**src/rtl/conv_pkg.sv**
```systemverilog
// Shared sizing helpers for the streaming convolution engine: accumulator width,
// saturation limits and the number of results produced per frame.
package conv_pkg;

    function automatic int acc_width(input int data_w, input int k, input int frac);
        return 2 * data_w + $clog2(k * k) + frac + 1;
    endfunction

    function automatic longint sat_max(input int data_w);
        return (longint'(1) <<< (data_w - 1)) - 1;
    endfunction

    function automatic longint sat_min(input int data_w);
        return -(longint'(1) <<< (data_w - 1));
    endfunction

    function automatic int num_outputs(input int img_h, input int img_w, input int k, input int s);
        return ((img_h - k) / s + 1) * ((img_w - k) / s + 1);
    endfunction

endpackage

```
**src/rtl/line_buffer.sv**
```systemverilog
// One image row of delay: each enabled cycle shifts a pixel in, and the pixel
// accepted DEPTH enables earlier appears on data_o.
module line_buffer #(
    parameter int DATA_W = 8,
    parameter int DEPTH  = 58
) (
    input  logic              clk,
    input  logic              rst,
    input  logic              en_i,
    input  logic [DATA_W-1:0] data_i,
    output logic [DATA_W-1:0] data_o
);

    logic [DATA_W-1:0] mem_q [DEPTH];

    // NOTE: the row storage is cleared on reset so stale pixels can never leak into
    // a window; this keeps it out of RAM inference but the row is short.
    // NOTE: sequential state uses non-blocking assignments so every stage shifts
    // from the values present before the edge.
    always_ff @(posedge clk or posedge rst) begin
        if (rst) begin
            for (int i = 0; i < DEPTH; i++) begin
                mem_q[i] <= '0;
            end
        end else if (en_i) begin
            mem_q[0] <= data_i;
            for (int i = 1; i < DEPTH; i++) begin
                mem_q[i] <= mem_q[i-1];
            end
        end
    end

    assign data_o = mem_q[DEPTH-1];

endmodule

```
**src/rtl/conv_stream_engine.sv**
```systemverilog
// Streaming KxK convolution over a raster pixel stream: line buffers and a window
// feed a two-stage pipeline (products, then bias/shift/ReLU/saturate).
module conv_stream_engine
    import conv_pkg::*;
#(
    parameter int DATA_W = 8,
    parameter int IMG_W  = 58,
    parameter int IMG_H  = 58,
    parameter int K      = 3,
    parameter int S      = 1,
    parameter int FRAC   = 0,
    parameter int RELU   = 0
) (
    input  logic                  clk,
    input  logic                  global_rst,
    input  logic                  ce,
    input  logic                  in_valid,
    input  logic [DATA_W-1:0]     in_data,
    input  logic [K*K*DATA_W-1:0] weight,
    input  logic [DATA_W-1:0]     bias,
    output logic [DATA_W-1:0]     conv_op,
    output logic                  valid_conv,
    output logic                  end_conv
);

    localparam int PROD_W  = 2 * DATA_W;
    localparam int ACC_W   = acc_width(DATA_W, K, FRAC);
    localparam int COL_W   = $clog2(IMG_W + 1);
    localparam int ROW_W   = $clog2(IMG_H + 1);
    localparam int PH_W    = $clog2(S + 1);
    localparam int NUM_OUT = num_outputs(IMG_H, IMG_W, K, S);
    localparam int CNT_W   = $clog2(NUM_OUT + 1);
    localparam logic signed [ACC_W-1:0] SAT_HI = ACC_W'(sat_max(DATA_W));
    localparam logic signed [ACC_W-1:0] SAT_LO = ACC_W'(sat_min(DATA_W));

    if ((K > IMG_W) || (K > IMG_H) || (S < 1) || (K < 1)) begin : g_param_check
        $error("conv_stream_engine: illegal K/S for the configured frame size");
    end

    logic accept;
    assign accept = ce & in_valid;

    // Raster position of the next pixel, plus stride phases counted from K-1.
    logic [COL_W-1:0] col_q, col_d;
    logic [ROW_W-1:0] row_q, row_d;
    logic [PH_W-1:0]  col_ph_q, col_ph_d;
    logic [PH_W-1:0]  row_ph_q, row_ph_d;
    logic [CNT_W-1:0] out_cnt_q, out_cnt_d;
    logic             window_hit;
    logic             window_last;

    assign window_hit  = (row_q >= ROW_W'(K - 1)) && (col_q >= COL_W'(K - 1))
                      && (row_ph_q == '0) && (col_ph_q == '0);
    assign window_last = (out_cnt_q == CNT_W'(NUM_OUT - 1));

    // NOTE: every always_comb output gets its hold value first, so no path can
    // leave a signal unassigned and infer a latch.
    always_comb begin
        col_d     = col_q;
        row_d     = row_q;
        col_ph_d  = col_ph_q;
        row_ph_d  = row_ph_q;
        out_cnt_d = out_cnt_q;
        if (accept) begin
            if (col_q == COL_W'(IMG_W - 1)) begin
                col_d    = '0;
                col_ph_d = '0;
                if (row_q == ROW_W'(IMG_H - 1)) begin
                    row_d    = '0;
                    row_ph_d = '0;
                end else begin
                    row_d = row_q + 1'b1;
                    if (row_q >= ROW_W'(K - 1)) begin
                        row_ph_d = (row_ph_q == PH_W'(S - 1)) ? '0 : row_ph_q + 1'b1;
                    end
                end
            end else begin
                col_d = col_q + 1'b1;
                if (col_q >= COL_W'(K - 1)) begin
                    col_ph_d = (col_ph_q == PH_W'(S - 1)) ? '0 : col_ph_q + 1'b1;
                end
            end
            if (window_hit) begin
                out_cnt_d = window_last ? '0 : out_cnt_q + 1'b1;
            end
        end
    end

    always_ff @(posedge clk or posedge global_rst) begin
        if (global_rst) begin
            col_q     <= '0;
            row_q     <= '0;
            col_ph_q  <= '0;
            row_ph_q  <= '0;
            out_cnt_q <= '0;
        end else begin
            col_q     <= col_d;
            row_q     <= row_d;
            col_ph_q  <= col_ph_d;
            row_ph_q  <= row_ph_d;
            out_cnt_q <= out_cnt_d;
        end
    end

    // tap[i] is the pixel i rows above the incoming one, same column.
    logic [DATA_W-1:0] tap [K];
    assign tap[0] = in_data;

    for (genvar i = 1; i < K; i++) begin : g_lb
        line_buffer #(
            .DATA_W (DATA_W),
            .DEPTH  (IMG_W)
        ) u_line_buffer (
            .clk    (clk),
            .rst    (global_rst),
            .en_i   (accept),
            .data_i (tap[i-1]),
            .data_o (tap[i])
        );
    end

    logic signed [DATA_W-1:0] win_q [K][K];
    logic signed [DATA_W-1:0] win_d [K][K];

    always_comb begin
        for (int r = 0; r < K; r++) begin
            for (int c = 0; c < K - 1; c++) begin
                win_d[r][c] = win_q[r][c+1];
            end
            win_d[r][K-1] = $signed(tap[K-1-r]);
        end
    end

    always_ff @(posedge clk or posedge global_rst) begin
        if (global_rst) begin
            for (int r = 0; r < K; r++) begin
                for (int c = 0; c < K; c++) begin
                    win_q[r][c] <= '0;
                end
            end
        end else if (accept) begin
            win_q <= win_d;
        end
    end

    // Stage 1 multiplies the window as it will look after this pixel, which keeps
    // the completing pixel two enabled edges away from the result.
    logic signed [PROD_W-1:0] prod_d [K*K];
    logic signed [PROD_W-1:0] prod_q [K*K];
    logic                     v1_q;
    logic                     last1_q;

    always_comb begin
        for (int r = 0; r < K; r++) begin
            for (int c = 0; c < K; c++) begin
                prod_d[r*K+c] = PROD_W'(win_d[r][c])
                              * PROD_W'($signed(weight[(r*K+c)*DATA_W +: DATA_W]));
            end
        end
    end

    always_ff @(posedge clk or posedge global_rst) begin
        if (global_rst) begin
            for (int i = 0; i < K * K; i++) begin
                prod_q[i] <= '0;
            end
            v1_q    <= 1'b0;
            last1_q <= 1'b0;
        end else if (ce) begin
            if (accept) begin
                prod_q <= prod_d;
            end
            v1_q    <= accept & window_hit;
            last1_q <= accept & window_hit & window_last;
        end
    end

    logic signed [ACC_W-1:0] acc_sum;
    logic signed [ACC_W-1:0] acc_shr;
    logic [DATA_W-1:0]       res_d;

    always_comb begin
        acc_sum = ACC_W'($signed(bias)) <<< FRAC;
        for (int i = 0; i < K * K; i++) begin
            acc_sum = acc_sum + ACC_W'(prod_q[i]);
        end
        acc_shr = acc_sum >>> FRAC;
        if ((RELU != 0) && (acc_shr < 0)) begin
            acc_shr = '0;
        end
        if (acc_shr > SAT_HI) begin
            res_d = DATA_W'(SAT_HI);
        end else if (acc_shr < SAT_LO) begin
            res_d = DATA_W'(SAT_LO);
        end else begin
            res_d = acc_shr[DATA_W-1:0];
        end
    end

    // Strobes drop on a frozen edge so each result is flagged for one cycle only.
    always_ff @(posedge clk or posedge global_rst) begin
        if (global_rst) begin
            conv_op    <= '0;
            valid_conv <= 1'b0;
            end_conv   <= 1'b0;
        end else if (ce) begin
            if (v1_q) begin
                conv_op <= res_d;
            end
            valid_conv <= v1_q;
            end_conv   <= v1_q & last1_q;
        end else begin
            valid_conv <= 1'b0;
            end_conv   <= 1'b0;
        end
    end

endmodule

```
**config.mk**
```make
export PLATFORM = sky130hd
export DESIGN_NAME = conv_stream_engine
export DESIGN_NICKNAME = d
export VERILOG_FILES = /design/src/rtl/conv_pkg.sv /design/src/rtl/line_buffer.sv /design/src/rtl/conv_stream_engine.sv
export SDC_FILE = /design/constraint.sdc
export NUM_CORES = 2
export LEC_CHECK = 0
export ABC_AREA = 0
export CAP_MARGIN = 25
export CORE_MARGIN = 5
export CORE_UTILIZATION = 26
export CTS_BUF_LIST = sky130_fd_sc_hd__clkbuf_8 sky130_fd_sc_hd__clkbuf_16
export DETAILED_ROUTE_END_ITERATION = 10
export HOLD_SLACK_MARGIN = 0.1
export RECOVER_POWER = 100
export SLEW_MARGIN = 20
export SYNTH_ARGS = -nofsm -noshare
export SYNTH_HDL_FRONTEND = slang
export SYNTH_SLANG_ARGS = --single-unit
```
**constraint.sdc**
```tcl
create_clock -name clk -period 36.1 [get_ports clk]
set_clock_uncertainty 0.1 [all_clocks]
set_input_delay 7.22 -clock clk [delete_from_list [all_inputs] [get_ports clk]]
set_output_delay 7.22 -clock clk [all_outputs]
set_load 0.01 [all_outputs]
```
==> flow_summary.ini <==
[setup_path]
crit_buf_inv = 6
cp_slowest_cell = clkbuf_1
cp.depth = 6
worstPathCellList = dlygate4sd3_1 > clkinvlp_2 > clkbuf_1 > clkbuf_1 > clkbuf_1 > clkbuf_1
cpMostUsedCell = clkbuf_1
crit_path_end_kind = asynchronous set/reset pin
crit_required_ns = 35.85
timing.critical_path.from = global_rst
rrSetupSlack_ns = 29.33
path_class = primary input to asynchronous set/reset pin
cp-endpoint = g_lb[1].u_line_buffer.mem_q[429]$_DFFE_PP0P_
r2r_start = prod_q[90]$_DFFE_PP0P_
r2r_cells = 16
cp_top_family = buffers and inverters
cp-start-kind = primary input
max_stage_delay_ns = 5.63
critPathArrivalTime_ns = 20.76
critPathMaxFanout = 148
timing.rr.end = conv_op[3]$_DFFE_PP0P_

[sta]
whs_ns = 0.304
slew_violations = 2148
tightest_slew_ns = 8.59
rsz0062_at_grt = no
fmax_ghz = 0.0476
setup_viol = 0
relSlewSlack = -4.73
finalHoldViolCount = 0
period_share = 0.582
period_minus_slack_ns = 21.02
tns_ns = 0
fin_ws_ns = 15.08

[logic_synthesis]
syn-num-nets = 8577
synth-seq-cells = 1124
yosysWarnings = 0
yosysUniqueCellTypes = 64
syn_area_mm2 = 0.0682
async_flop_share = 1.00
synth.avg_cell_area_um2 = 9.02
ys.flop_type = dfrtp_1
synth_edf_count = 0
yosysSeqAreaShare = 0.412
synthCells = 7565

[global_routing]
grt_pass1_vias = 48600
grt_max_degree = 247
grt_pass1_wl_mm = 254
grt-ovfl-total = 0
antenna_found_initial = 30
track_usage = 0.112

[die]
start_util = 0.261
die_x_um = 522
rows = 188
fp.dieH_um = 522
ioPinCount = 102
die_area_mm2 = 0.273
core_area_mm2 = 0.262

[power]
combPwrFrac = 0.585
cellPowerDensity_mw_per_mm2 = 84.3
pwr-share-seq = 0.215
switchingPower_mw = 2.91
p_clk_frac = 0.200
leakage_nw = 40.1
vdd_drop_max_uv = 244
p_int_mw = 3.59
swShare = 0.448

[routing]
routed_wl_mm = 150
drc_errors = 0
wl_met2_mm = 70.8
routed_via_density = 4.22
m1WireLength_mm = 69.7
routed.top_layer = met5
first_iter_violations = 3238
wl_met3_mm = 4.98
route.vias.total = 47000
antenna_left = 0
drt_pre_antenna_iters = 5
wl_per_cell_um = 13.5

[placed_design]
gp_congestion = 0.835
dp_hpwl_mm = 108
port_buffers = 101
pre_cts_slack_ns = 22.56

[final_layout]
utilization = 0.294
syn_to_final_growth_pct = 12.8
drive_gt1_frac = 0.0317
nets = 8524
final_cell_mix = 3206 x nand2_1, 1124 x dfrtp_1, 835 x inv_1
final_common_cell = nand2_1

[clock_tree]
cts_tree = done
clk_latency_ns = 0.75
root_buffer = clkbuf_16
cts_resized = 0
cts_made_buffers = 117
postCtsSetupRepairBufs = 0
cts_max_path_buffers = 3
htree_levels = 3
cts_hold_buf = 0
cts_sinks = 1124
clk_pin_slew_ns = 0.06

[worst_hold_path]
hold_depth = 2
hold_class = flip-flop to flip-flop

[flow_run]
maxCapViolations = 30

[status]
violations = max-capacitance violations, max-slew violations
status = complete, but fails checks
worst reg2reg max path: stages, from the launching register on:
cell,delay [ns]
dfrtp_1,0.41
fa_1,0.76
fa_1,0.50
fa_1,0.46
fa_1,0.52
inv_1,0.05
fa_1,0.47
inv_1,0.04
ha_1,0.38
a211oi_1,0.34
o21ai_0,0.14
a21oi_1,0.32
a21oi_1,0.17
nor3_1,0.33
o2111ai_1,0.15
nor4_1,1.21
o32ai_1,0.23
flip-flops by register name (all words and copies together) (netlist names), 6 cells and up:
signal	count
g_lb.u_line_buffer.mem_q	896
col_q	6
g_lb.u_line_buffer.data_o	16
row_q	6
win_d	32
conv_op	8
prod_q	144
out_cnt_q	12
power by group through the flow:
stage / registers [mW] / logic (mW) / clock network, mW
after floorplan: 1.40 / 2.95 / 0
after global placement: 1.42 / 3.93 / 0
after detailed placement: 1.42 / 3.89 / 0
after CTS: 1.40 / 3.92 / 1.34
after global routing: 1.40 / 4.24 / 1.39
final: 1.40 / 3.80 / 1.30
area by class of cell:
cell class	instances	area, µm²
Fill cell	27500	185000
Multi-Input combinational cell	5312	35800
Clock buffer	150	3380
Tap cell	3515	4400
Timing Repair Buffer	142	1300
Antenna cell	12	30.0
Clock inverter	71	855
Sequential cell	1124	28100
Inverter	815	3060
cell usage after synthesis (3+ instances only):
cell type     n  area share
a21boi_0      4     0.00044
nor3b_1       8     0.00088
nor4b_1       4     0.00051
o211ai_1     13      0.0014
o21a_1       20      0.0022
and2_1      344       0.032
nand3b_1     20      0.0022
o31ai_1      42      0.0046
nor2b_1      12      0.0011
clkbuf_1    302       0.017
and3_1       19      0.0017
o21ai_0     150       0.011
xnor2_1      98       0.013
nor2_1       89      0.0049
a211oi_2      3     0.00055
nand3_1      27      0.0020
nand2_1    3206        0.18
nor3_1       34      0.0025
a221oi_1      3     0.00039
fa_1        628        0.18
a211o_1      10      0.0013
o32ai_1       7     0.00090
a211oi_1     15      0.0017
a21oi_1      57      0.0042
nor4_1        4     0.00037
o21ai_1      11     0.00081
o22ai_1       4     0.00037
a21o_1       15      0.0017
and4_1        6     0.00077
dfrtp_1    1124        0.41
or2_2         4     0.00037
ha_1        292       0.054
o2111ai_1     3     0.00039
or3_1         8     0.00073
buf_1        10     0.00055
a31oi_1      10     0.00092
xor2_1       36      0.0046
o41ai_1       5     0.00064
nand2b_1     60      0.0055
inv_1       815       0.045
nand4_1      11      0.0010
o211ai_2      3     0.00055
worst min path at each step:
stage	from	end	slack [ns]
finish	g_lb[1].u_line_buffer.mem_q[429]$_DFFE_PP0P_	g_lb[1].u_line_buffer.mem_q[421]$_DFFE_PP0P_	0.30
global route	g_lb[1].u_line_buffer.mem_q[399]$_DFFE_PP0P_	g_lb[1].u_line_buffer.mem_q[391]$_DFFE_PP0P_	0.33
global placement	g_lb[2].u_line_buffer.mem_q[96]$_DFFE_PP0P_	g_lb[2].u_line_buffer.mem_q[88]$_DFFE_PP0P_	0.35
CTS	g_lb[1].u_line_buffer.mem_q[429]$_DFFE_PP0P_	g_lb[1].u_line_buffer.mem_q[421]$_DFFE_PP0P_	0.30
floorplan	g_lb[1].u_line_buffer.mem_q[8]$_DFFE_PP0P_	g_lb[1].u_line_buffer.data_o[0]$_DFFE_PP0P_	0.34
detailed placement	g_lb[2].u_line_buffer.mem_q[298]$_DFFE_PP0P_	g_lb[2].u_line_buffer.mem_q[290]$_DFFE_PP0P_	0.35
logic make-up after synthesis:
logic type                 share of synthesized area
DFF                                            0.412
muxes                                       0.000477
xor gates and xnor gates                      0.0172
AOI/OAI and AO/OA                             0.0363
and+or+nand+nor                                0.234
buffers and inverters                         0.0622
adders and majority gates                      0.238
through the flow:
step	area [µm²]	cells	power, mW
global route	77000	11100	7.04
finish	77000	11100	6.49
detailed placement	72800	10900	5.31
global placement	72800	10900	5.35
floorplan	68200	7565	4.35
CTS	77000	11100	6.65
metal layers:
| layer | GRT usage | vias up |
|---|---|---|
| met3 | 0.0148 | 244 |
| met4 | 0.0365 | 4 |
| met2 | 0.184 | 628 |
| met1 | 0.153 | 23400 |
| met5 | 0 | - |
| li1 | - | 22700 |
No activity file was read; power rests on OpenSTA's default activity.
